===== src/rtl/id_stage_hz.sv =====
// Decode stage: IF/ID latch with valid/stall/flush, register file, 16-bit ISA decode, load-use interlock.
// Optional macro ID_WB_BYPASS_EN: register-file read ports forward same-cycle write-back data.
module id_stage_hz #(
    parameter int DATA_W   = 16,
    parameter int PC_W     = 16,
    parameter int NUM_REGS = 16,
    parameter int SP_REG   = 14,
    parameter int LR_REG   = 15
) (
    input  logic              clk,
    input  logic              rst,
    input  logic              stall_in,
    input  logic              flush_in,
    input  logic [PC_W-1:0]   pc_inc_in,
    input  logic [15:0]       instr_in,
    input  logic              wb_we,
    input  logic [3:0]        wb_addr,
    input  logic [DATA_W-1:0] wb_data,
    input  logic              ex_mem_read,
    input  logic [3:0]        ex_dst,
    output logic              valid_out,
    output logic [15:0]       instr_out,
    output logic [PC_W-1:0]   pc_inc_out,
    output logic [PC_W-1:0]   pc_branch,
    output logic [PC_W-1:0]   pc_call,
    output logic [DATA_W-1:0] r0_data,
    output logic [DATA_W-1:0] r1_data,
    output logic [DATA_W-1:0] imm,
    output logic [DATA_W-1:0] offset,
    output logic [3:0]        rs,
    output logic [3:0]        rt,
    output logic [3:0]        rd,
    output logic [2:0]        bcond,
    output logic [19:0]       ctrl,
    output logic              hazard_stall
);

    typedef enum logic [3:0] {
        OP_ADD  = 4'h0, OP_SUB  = 4'h1, OP_NAND = 4'h2, OP_XOR  = 4'h3,
        OP_INC  = 4'h4, OP_SH5  = 4'h5, OP_SH6  = 4'h6, OP_SH7  = 4'h7,
        OP_LW   = 4'h8, OP_SW   = 4'h9, OP_LHB  = 4'hA, OP_LLB  = 4'hB,
        OP_B    = 4'hC, OP_CALL = 4'hD, OP_RET  = 4'hE, OP_HLT  = 4'hF
    } opcode_t;

    localparam int unsigned NREG = NUM_REGS;

    logic [15:0]       instr_q;
    logic [PC_W-1:0]   pc_q;
    logic              valid_q;
    logic [DATA_W-1:0] regs [0:NUM_REGS-1];

    opcode_t     op;
    logic        rw, mr, m2r, mw, br, cl, rt_ret, ptm, spa, hlt;
    logic [1:0]  alu_src;
    logic [3:0]  alu_op, dst;
    logic [3:0]  r0_idx, r1_idx;
    logic        r0_used, r1_used;
    logic        live;

    assign op = opcode_t'(instr_q[15:12]);

    always_ff @(posedge clk) begin
        if (rst) begin
            instr_q <= '0;
            pc_q    <= '0;
            valid_q <= 1'b0;
        end else if (flush_in) begin
            instr_q <= '0;
            valid_q <= 1'b0;
        end else if (!(stall_in || hazard_stall)) begin
            instr_q <= instr_in;
            pc_q    <= pc_inc_in;
            valid_q <= 1'b1;
        end
    end

    always_ff @(posedge clk) begin
        if (rst) begin
            for (int unsigned i = 0; i < NREG; i++) regs[i] <= '0;
        end else if (wb_we && (32'(wb_addr) < NREG)) begin
            regs[wb_addr] <= wb_data;
        end
    end

    always_comb begin
        rw = 1'b0; mr = 1'b0; m2r = 1'b0; mw = 1'b0; br = 1'b0;
        cl = 1'b0; rt_ret = 1'b0; ptm = 1'b0; spa = 1'b0; hlt = 1'b0;
        alu_src = 2'b00;
        alu_op  = 4'h0;
        dst     = instr_q[11:8];
        r0_idx  = instr_q[7:4];
        r1_idx  = instr_q[3:0];
        r0_used = 1'b1;
        r1_used = 1'b0;
        case (op)
            OP_ADD, OP_SUB, OP_NAND, OP_XOR: begin
                rw      = 1'b1;
                alu_op  = instr_q[15:12];
                r1_used = 1'b1;
            end
            OP_INC: alu_src = 2'b01;
            OP_SH5, OP_SH6, OP_SH7: begin
                alu_src = 2'b01;
                alu_op  = instr_q[15:12];
            end
            OP_LW: begin
                rw = 1'b1; mr = 1'b1; m2r = 1'b1;
                alu_src = 2'b01;
                r0_idx  = 4'(SP_REG);
            end
            OP_SW: begin
                mw      = 1'b1;
                alu_src = 2'b01;
                r0_idx  = 4'(SP_REG);
                r1_idx  = instr_q[11:8];
                r1_used = 1'b1;
            end
            OP_LHB, OP_LLB: begin
                rw      = 1'b1;
                alu_src = 2'b10;
                alu_op  = instr_q[15:12];
                r0_idx  = instr_q[11:8];
            end
            OP_B: begin
                br      = 1'b1;
                r0_used = 1'b0;
            end
            OP_CALL: begin
                rw = 1'b1; mw = 1'b1; ptm = 1'b1; spa = 1'b1; cl = 1'b1;
                alu_src = 2'b11;
                alu_op  = 4'h1;
                r0_idx  = 4'(LR_REG);
                dst     = 4'(LR_REG);
                r1_used = 1'b1;
            end
            OP_RET: begin
                rw = 1'b1; mr = 1'b1; rt_ret = 1'b1;
                alu_src = 2'b11;
                r0_idx  = 4'(LR_REG);
                dst     = 4'(LR_REG);
                r1_used = 1'b1;
            end
            OP_HLT: begin
                hlt     = 1'b1;
                r0_used = 1'b0;
            end
            default: ;
        endcase
    end

    // CALL/RET r1 usage is intentionally conservative: an extra stall is harmless
    assign hazard_stall = valid_q && ex_mem_read &&
                          ((r0_used && (r0_idx == ex_dst)) || (r1_used && (r1_idx == ex_dst)));
    assign live      = valid_q && !hazard_stall;
    assign valid_out = live;
    assign ctrl      = live ? {rw, mr, m2r, mw, br, cl, rt_ret, ptm, spa, alu_src, alu_op, dst, hlt}
                            : '0;

    always_comb begin
        r0_data = '0;
        if (32'(r0_idx) < NREG) begin
            r0_data = regs[r0_idx];
`ifdef ID_WB_BYPASS_EN
            if (wb_we && (wb_addr == r0_idx)) r0_data = wb_data;
`endif
        end
    end

    always_comb begin
        r1_data = '0;
        if (32'(r1_idx) < NREG) begin
            r1_data = regs[r1_idx];
`ifdef ID_WB_BYPASS_EN
            if (wb_we && (wb_addr == r1_idx)) r1_data = wb_data;
`endif
        end
    end

    assign instr_out  = instr_q;
    assign pc_inc_out = pc_q;
    assign pc_branch  = pc_q + {{(PC_W-8){instr_q[7]}}, instr_q[7:0]} + PC_W'(1);
    assign imm        = {{(DATA_W-4){instr_q[3]}}, instr_q[3:0]};
    assign offset     = {{(DATA_W-8){instr_q[7]}}, instr_q[7:0]};
    assign rs         = instr_q[7:4];
    assign rt         = instr_q[3:0];
    assign rd         = instr_q[11:8];
    assign bcond      = instr_q[10:8];

    generate
        if (PC_W > 12) begin : g_call_wide
            assign pc_call = {pc_inc_in[PC_W-1:12], instr_q[11:0]};
        end else begin : g_call_narrow
            assign pc_call = instr_q[11:0];
        end
    endgenerate

endmodule


===== config.mk =====
export PLATFORM = sky130hd
export DESIGN_NAME = id_stage_hz
export DESIGN_NICKNAME = d
export VERILOG_FILES = /design/src/rtl/id_stage_hz.sv
export SDC_FILE = /design/constraint.sdc
export NUM_CORES = 1
export LEC_CHECK = 0
export BUFFER_PORTS_ARGS = -buffer_cell sky130_fd_sc_hd__buf_2
export CORE_MARGIN = 5
export CORE_UTILIZATION = 36
export DETAILED_ROUTE_END_ITERATION = 6
export PLACE_DENSITY = 0.52
export SLEW_MARGIN = 25
export SYNTH_ARGS = -nofsm -noshare
export SYNTH_HDL_FRONTEND = slang
export SYNTH_SLANG_ARGS = --single-unit

===== constraint.sdc =====
create_clock -name clk -period 3.2 [get_ports clk]
set_input_delay 0.32 -clock clk [delete_from_list [all_inputs] [get_ports clk]]
set_output_delay 0.32 -clock clk [all_outputs]
set_load 0.1 [all_outputs]

---- Word level (Yosys, flattened, before mapping) ----
Memory sizes are Yosys's and may differ from the RTL's.
Index checks and enable logic that the tools add are counted.
storage, ports and cells
  output and inout port bits .............. 165
  flip-flop bits (word level) ............. 33
  memory bits (writable) .................. 256
  memories kept ........................... 1
  word-level logic and storage cells ...... 71
operators by class
  mux-type cells .......................... 24
  reduce and logical (&&, ||, !) cells .... 22
  $add $sub $neg .......................... 2
  bitwise logic cells ..................... 2
  eq/ne operators ......................... 17
memories
  name  words  width  read ports  clocked after Yosys merged registers in  write ports  line  RTL
  regs  16     16     2           0                                        16           50    logic [DATA_W-1:0] regs [0:NUM_REGS-1];
operators with widths
  operator                 number
  $eq A4 B4 Y1 const B     8
  $mux W20                 1
  $reduce_or A9 Y1         2
  $add A16 B1 Y16 const B  1
  $add A16 B16 Y16         1
  $eq A4 B3 Y1 const B     4
  $mux W1                  16
  $mux W16                 1
  $reduce_or A16 Y1        1
  $reduce_or A2 Y1         7
  $mux W4                  3
  $pmux W4 S3              1
  $eq A4 B2 Y1 const B     2
  $eq A4 B4 Y1             2
  $pmux W4 S2              1
  $reduce_or A7 Y1         1
  $pmux W2 S3              1
  $reduce_or A6 Y1         1
  $logic_and A1 B1 Y1      5
  $eq A4 B1 Y1 const B     1
  $logic_not A4 Y1         1
  $logic_or A1 B1 Y1       2
  $not A1 Y1               2
  $reduce_and A2 Y1        1
  $logic_not A1 Y1         1

---- Logic depth before layout (Yosys ltp) ----
  word-level depth ........................ 10
  depth in mapped cells ................... 11

---- Worst setup path after synthesis ----
Ideal clock, no wire load.
  path kind ............................... register to output
  start point ............................. reg instr_q[15], in the netlist instr_out[15]
  end point ............................... out ctrl[12]
  slack ................................... -3.395 ns
  stages on the path, launching flop included .. 11
  buffers on the path ..................... 3
  arrival ................................. 6.275 ns
  data required time ...................... 2.880 ns
  path through ............................ dfxtp_1 -> buf_4 -> nand4bb_1 -> buf_4 -> mux2_4 -> xor2_1 -> nor4_4 -> a31oi_2 -> o21ai_4 -> nor4_1 -> buf_4
between the ends
  word-level cells in the longest chain between the ends .. 10
  elaborated cells on any way between the ends .. 31
  classes of those cells .................. eq/ne: 13; mux: 6; reduce/logical: 12
ends and longest elaborated chain
  item                                        line  RTL
  start: declaration                          47    logic [15:0] instr_q;
  start signal: assignment                    71    instr_q <= instr_in;
  $eq A4 B4 Y1                                95    case (op)
  $reduce_or A2 Y1, on equally long branches  n/a
  $pmux W4 S3                                 95
  $eq A4 B4 Y1                                153   ((r0_used && (r0_idx == ex_dst)) || (r1_used && (r1_idx == ex_dst)));
  $logic_and A1 B1 Y1                         153
  $logic_or A1 B1 Y1                          153
  $logic_and A1 B1 Y1                         152   assign hazard_stall = valid_q && ex_mem_read &&
  $logic_not A1 Y1                            154   assign live = valid_q && !hazard_stall;
  $logic_and A1 B1 Y1                         154
  $mux W20 *                                  156   assign ctrl = live ? {rw, mr, m2r, mw, br, cl, rt_ret, ptm, spa, alu_src, alu_op, dst, hlt}
  end: declaration                            34    output logic [19:0] ctrl,
Every way passes the cells marked *; elsewhere a longest branch is shown, timed or not.

---- Worst setup path in the final report ----
  start point ............................. reg instr_q[14], in the netlist instr_out[14]
  end point ............................... out r1_data[8]
between the ends
  word-level cells in the longest chain between the ends .. 3
ends and longest elaborated chain
  item              line  RTL
  $eq A4 B4 Y1      95
  $mux W4           95
  $mem_v2 Z16 W16   n/a
  end: declaration  27    output logic [DATA_W-1:0] r1_data,
Every way passes these cells.

==> impl_metrics.json <==
{
  "hold_violations": 0,
  "synth_top_area_share_pct": 43.8,
  "rsz0062_at_grt": "true",
  "grt_use_total_pct": 26.7,
  "antenna_left": 0,
  "die_h_um": 231,
  "gp_congestion": 0.882,
  "crit_top_cell": "buf_12",
  "synthesis.area_sq_mm": 0.0175,
  "place_ws_ns": 0.0960,
  "status": "finished with violations",
  "start_util_pct": 36.6,
  "cp_max_fo": 8,
  "fin_worst_skew_ns": 0.00611,
  "hp-class": "in -> reg",
  "drt_first_pass_iters": 6,
  "synth_area_leaders": "edfxtp_1 44%, and2_1 14%, a211oi_1 6.9%, nand2_1 5.8%, dfxtp_1 3.8%",
  "die_width_um": 231,
  "worstMarginPinSlew_ns": 0.860,
  "finalMaxSlewViolations": 0,
  "synth_nets": 1916,
  "io_pins": 227,
  "vias_per_cell": 5.98,
  "cpMaxStageDelayCell": "mux2_4",
  "min_period_ns": 3.41,
  "setup_ws_ns": -0.209,
  "power_mw": 11.6,
  "wl_um": 76600,
  "syn_area_per_cell_sq_um": 9.54,
  "worstPathCellList": "nand4bb_4 -> buf_12 -> mux2_4 -> buf_12 -> buf_6 -> and2_1 -> a211oi_2 -> a31oi_1 -> a21oi_4 -> a21oi_4 -> buf_12",
  "grt_max_degree": 65,
  "maxCapViolCount": 0,
  "required_ns": 2.88,
  "port_buffers": 226,
  "critical_path_buf_inv_count": 4,
  "grt_pass1_vias": 15357,
  "hpwl_um": 41700,
  "drtIter0Drc": 1727,
  "cp_top_family": "buffers and inverters",
  "ys_warn_count": 0,
  "final.period_utilization_pct": 107,
  "cpPeakStageDelay_ns": 0.41,
  "area_delta_synth_final_pct": 47.7,
  "fillerInstances": 4034,
  "fp.coreArea_sq_mm": 0.0479,
  "setup.worst_path.end_class": "output pin",
  "cp-start-kind": "flop",
  "fin_cells": 2721,
  "cts-root-buf": "clkbuf_16",
  "h-tree-depth": 2,
  "final_layout_size_suffix_gt1_share_pct": 41.8,
  "dp_cells": 2546,
  "vias": 16267,
  "failed_checks": "negative setup slack",
  "p_per_area_mw_per_mm2": 448,
  "final_nets": 2154,
  "synth_edf_count": 256,
  "grt_pass1_wl_um": 106000,
  "dieArea_sq_mm": 0.0532,
  "seq_area_frac_synth_pct": 47.6,
  "p_leak_nw": 9.70,
  "wl_per_cell_um": 28.2,
  "clock_sinks": 289,
  "criticalPathCategory": "reg -> out",
  "clkTransAtPathRegs_ns": 0.06,
  "synthArstFlopShare_pct": 0,
  "drc": 0,
  "arrival_ns": 3.09,
  "setup_viol": 48,
  "synth_top_area_cell": "edfxtp_1",
  "max_slew_margin_pct": 42.6,
  "antenna_found_initial": 8,
  "cts.path.max_buffers": 3,
  "ys_types": 60,
  "synth_cells": 1838,
  "rows": 80,
  "timing.fmax_mhz": 293,
  "grt-ovfl-total": 0,
  "hold_ws_ns": 0.0216,
  "cts_tree": "yes",
  "ys_ff_latch": 289,
  "peakVddDrop_uv": 319,
  "numCtsBuffers": 35,
  "clk_latency_ns": 0.55,
  "ys.flop_type": "edfxtp_1"
}
## per-stage QoR
stage / util (%) / area (sq um) / TNS [ns]
CTS: 51.5 / 24700 / -4.88
finish: 54.0 / 25900 / -4.13
detailed placement: 43.2 / 20700 / 0
floorplan: - / 18200 / -4.00
global route: 54.0 / 25900 / -7.71
global placement: 43.2 / 20700 / 0
## layout by cell type, fill, tap and decap left out, drive strengths merged, types with 16 or more instances in the layout
master / Yosys / layout
nand2b: 38 / 38
nor3: 17 / 17
o211ai: 17 / 17
nor2: 37 / 37
nand2: 273 / 273
inv: 20 / 20
o21ai: 26 / 27
or2: 18 / 18
buf: 85 / 404
a311oi: 66 / 66
a211oi: 162 / 162
clkinv: 0 / 16
a21oi: 94 / 94
and2: 387 / 387
a31oi: 65 / 65
edfxtp: 256 / 256
dfxtp: 33 / 33
mux2i: 21 / 21
clkbuf: 139 / 54
## final cells by class
type                    instances  area [sq um]  area share (%)
multi-input cells            1308         10500            40.6
flip-flops and latches        289          8400            32.4
repair buffers                422          5050            19.5
clock buffers                  44           931            3.59
well taps                     615           769            2.97
clock inverters                20           156           0.604
inverters                      20          81.3           0.314
diodes                          3          7.51          0.0290
## path summary, 6_finish.rpt
check | end | startpoint | slack (ns) | cells after the start
max reg2reg | pc_inc_out[14]$_SDFFE_PP0P_ | instr_out[14]$_SDFFE_PP0N_ | 0.59 | 11
max | r1_data[8] | instr_out[14]$_SDFFE_PP0N_ | -0.21 | 11
min | pc_inc_out[1]$_SDFFE_PP0P_ | pc_inc_in[1] | 0.02 | 3
min reg2reg | pc_inc_out[3]$_SDFFE_PP0P_ | pc_inc_out[3]$_SDFFE_PP0P_ | 0.49 | 2
## worst min-delay path: cells and delay by family
family                 cells  cell delay, ns
buffers and inverters      1            0.10
AND/OR/NAND/NOR            1            0.06
multiplexers               1            0.06
## registers in the layout (all words and copies together) (netlist names)
register,flops
instr_out,16
regs,256
pc_inc_out,16
valid_q,1
## what timing repair did
item                       4_1_cts  5_1_grt
hold endpoints to repair         2        0
pin swaps                      127      115
gates cloned                    34       10
resized for setup              362      148
hold buffers                     2        0
buffers inserted                40       26
setup endpoints to repair       63       60
## report_power, final
part	total, mW	internal, mW	switching, mW	leakage [nW]
sequential	4.46	4.31	0.148	2.72
clock	3.93	2.23	1.70	0.531
combinational	3.20	1.06	2.14	6.45
## metal layers
metal	wire [um]	global-route usage, %
met5	50	0
met4	3410	10.2
met3	7770	6.49
met2	34600	43.0
met1	30800	35.1
## cell usage after synthesis (all sizes together) (2+ instances only)
library cell / number
a211oi: 162
a21o: 4
a21oi: 94
a311oi: 66
a31oi: 65
and2: 387
buf: 85
clkbuf: 139
dfxtp: 33
edfxtp: 256
ha: 15
inv: 20
mux2: 2
mux2i: 21
nand2: 273
nand2b: 38
nand3: 3
nand3b: 2
nor2: 37
nor2b: 6
nor3: 17
nor3b: 2
nor4: 3
o211ai: 17
o21a: 3
o21ai: 26
o21bai: 2
o22ai: 2
or2: 18
xnor2: 15
xor2: 6
## cells by family (layout without fill, tap and decap cells)
| kind of cell | after synthesis | after routing | share of synthesized area, % |
|---|---|---|---|
| and+or+nand+nor | 791 | 791 | 23.9 |
| AOI/OAI and AO/OA | 454 | 455 | 18.0 |
| muxes | 23 | 25 | 1.35 |
| DFF | 289 | 289 | 47.6 |
| adders and majority gates | 16 | 16 | 1.18 |
| buffers and inverters | 244 | 506 | 6.93 |
| other | 0 | 3 | 0 |
| xor gates and xnor gates | 21 | 21 | 1.05 |
Power figures use the tool's default switching activity.
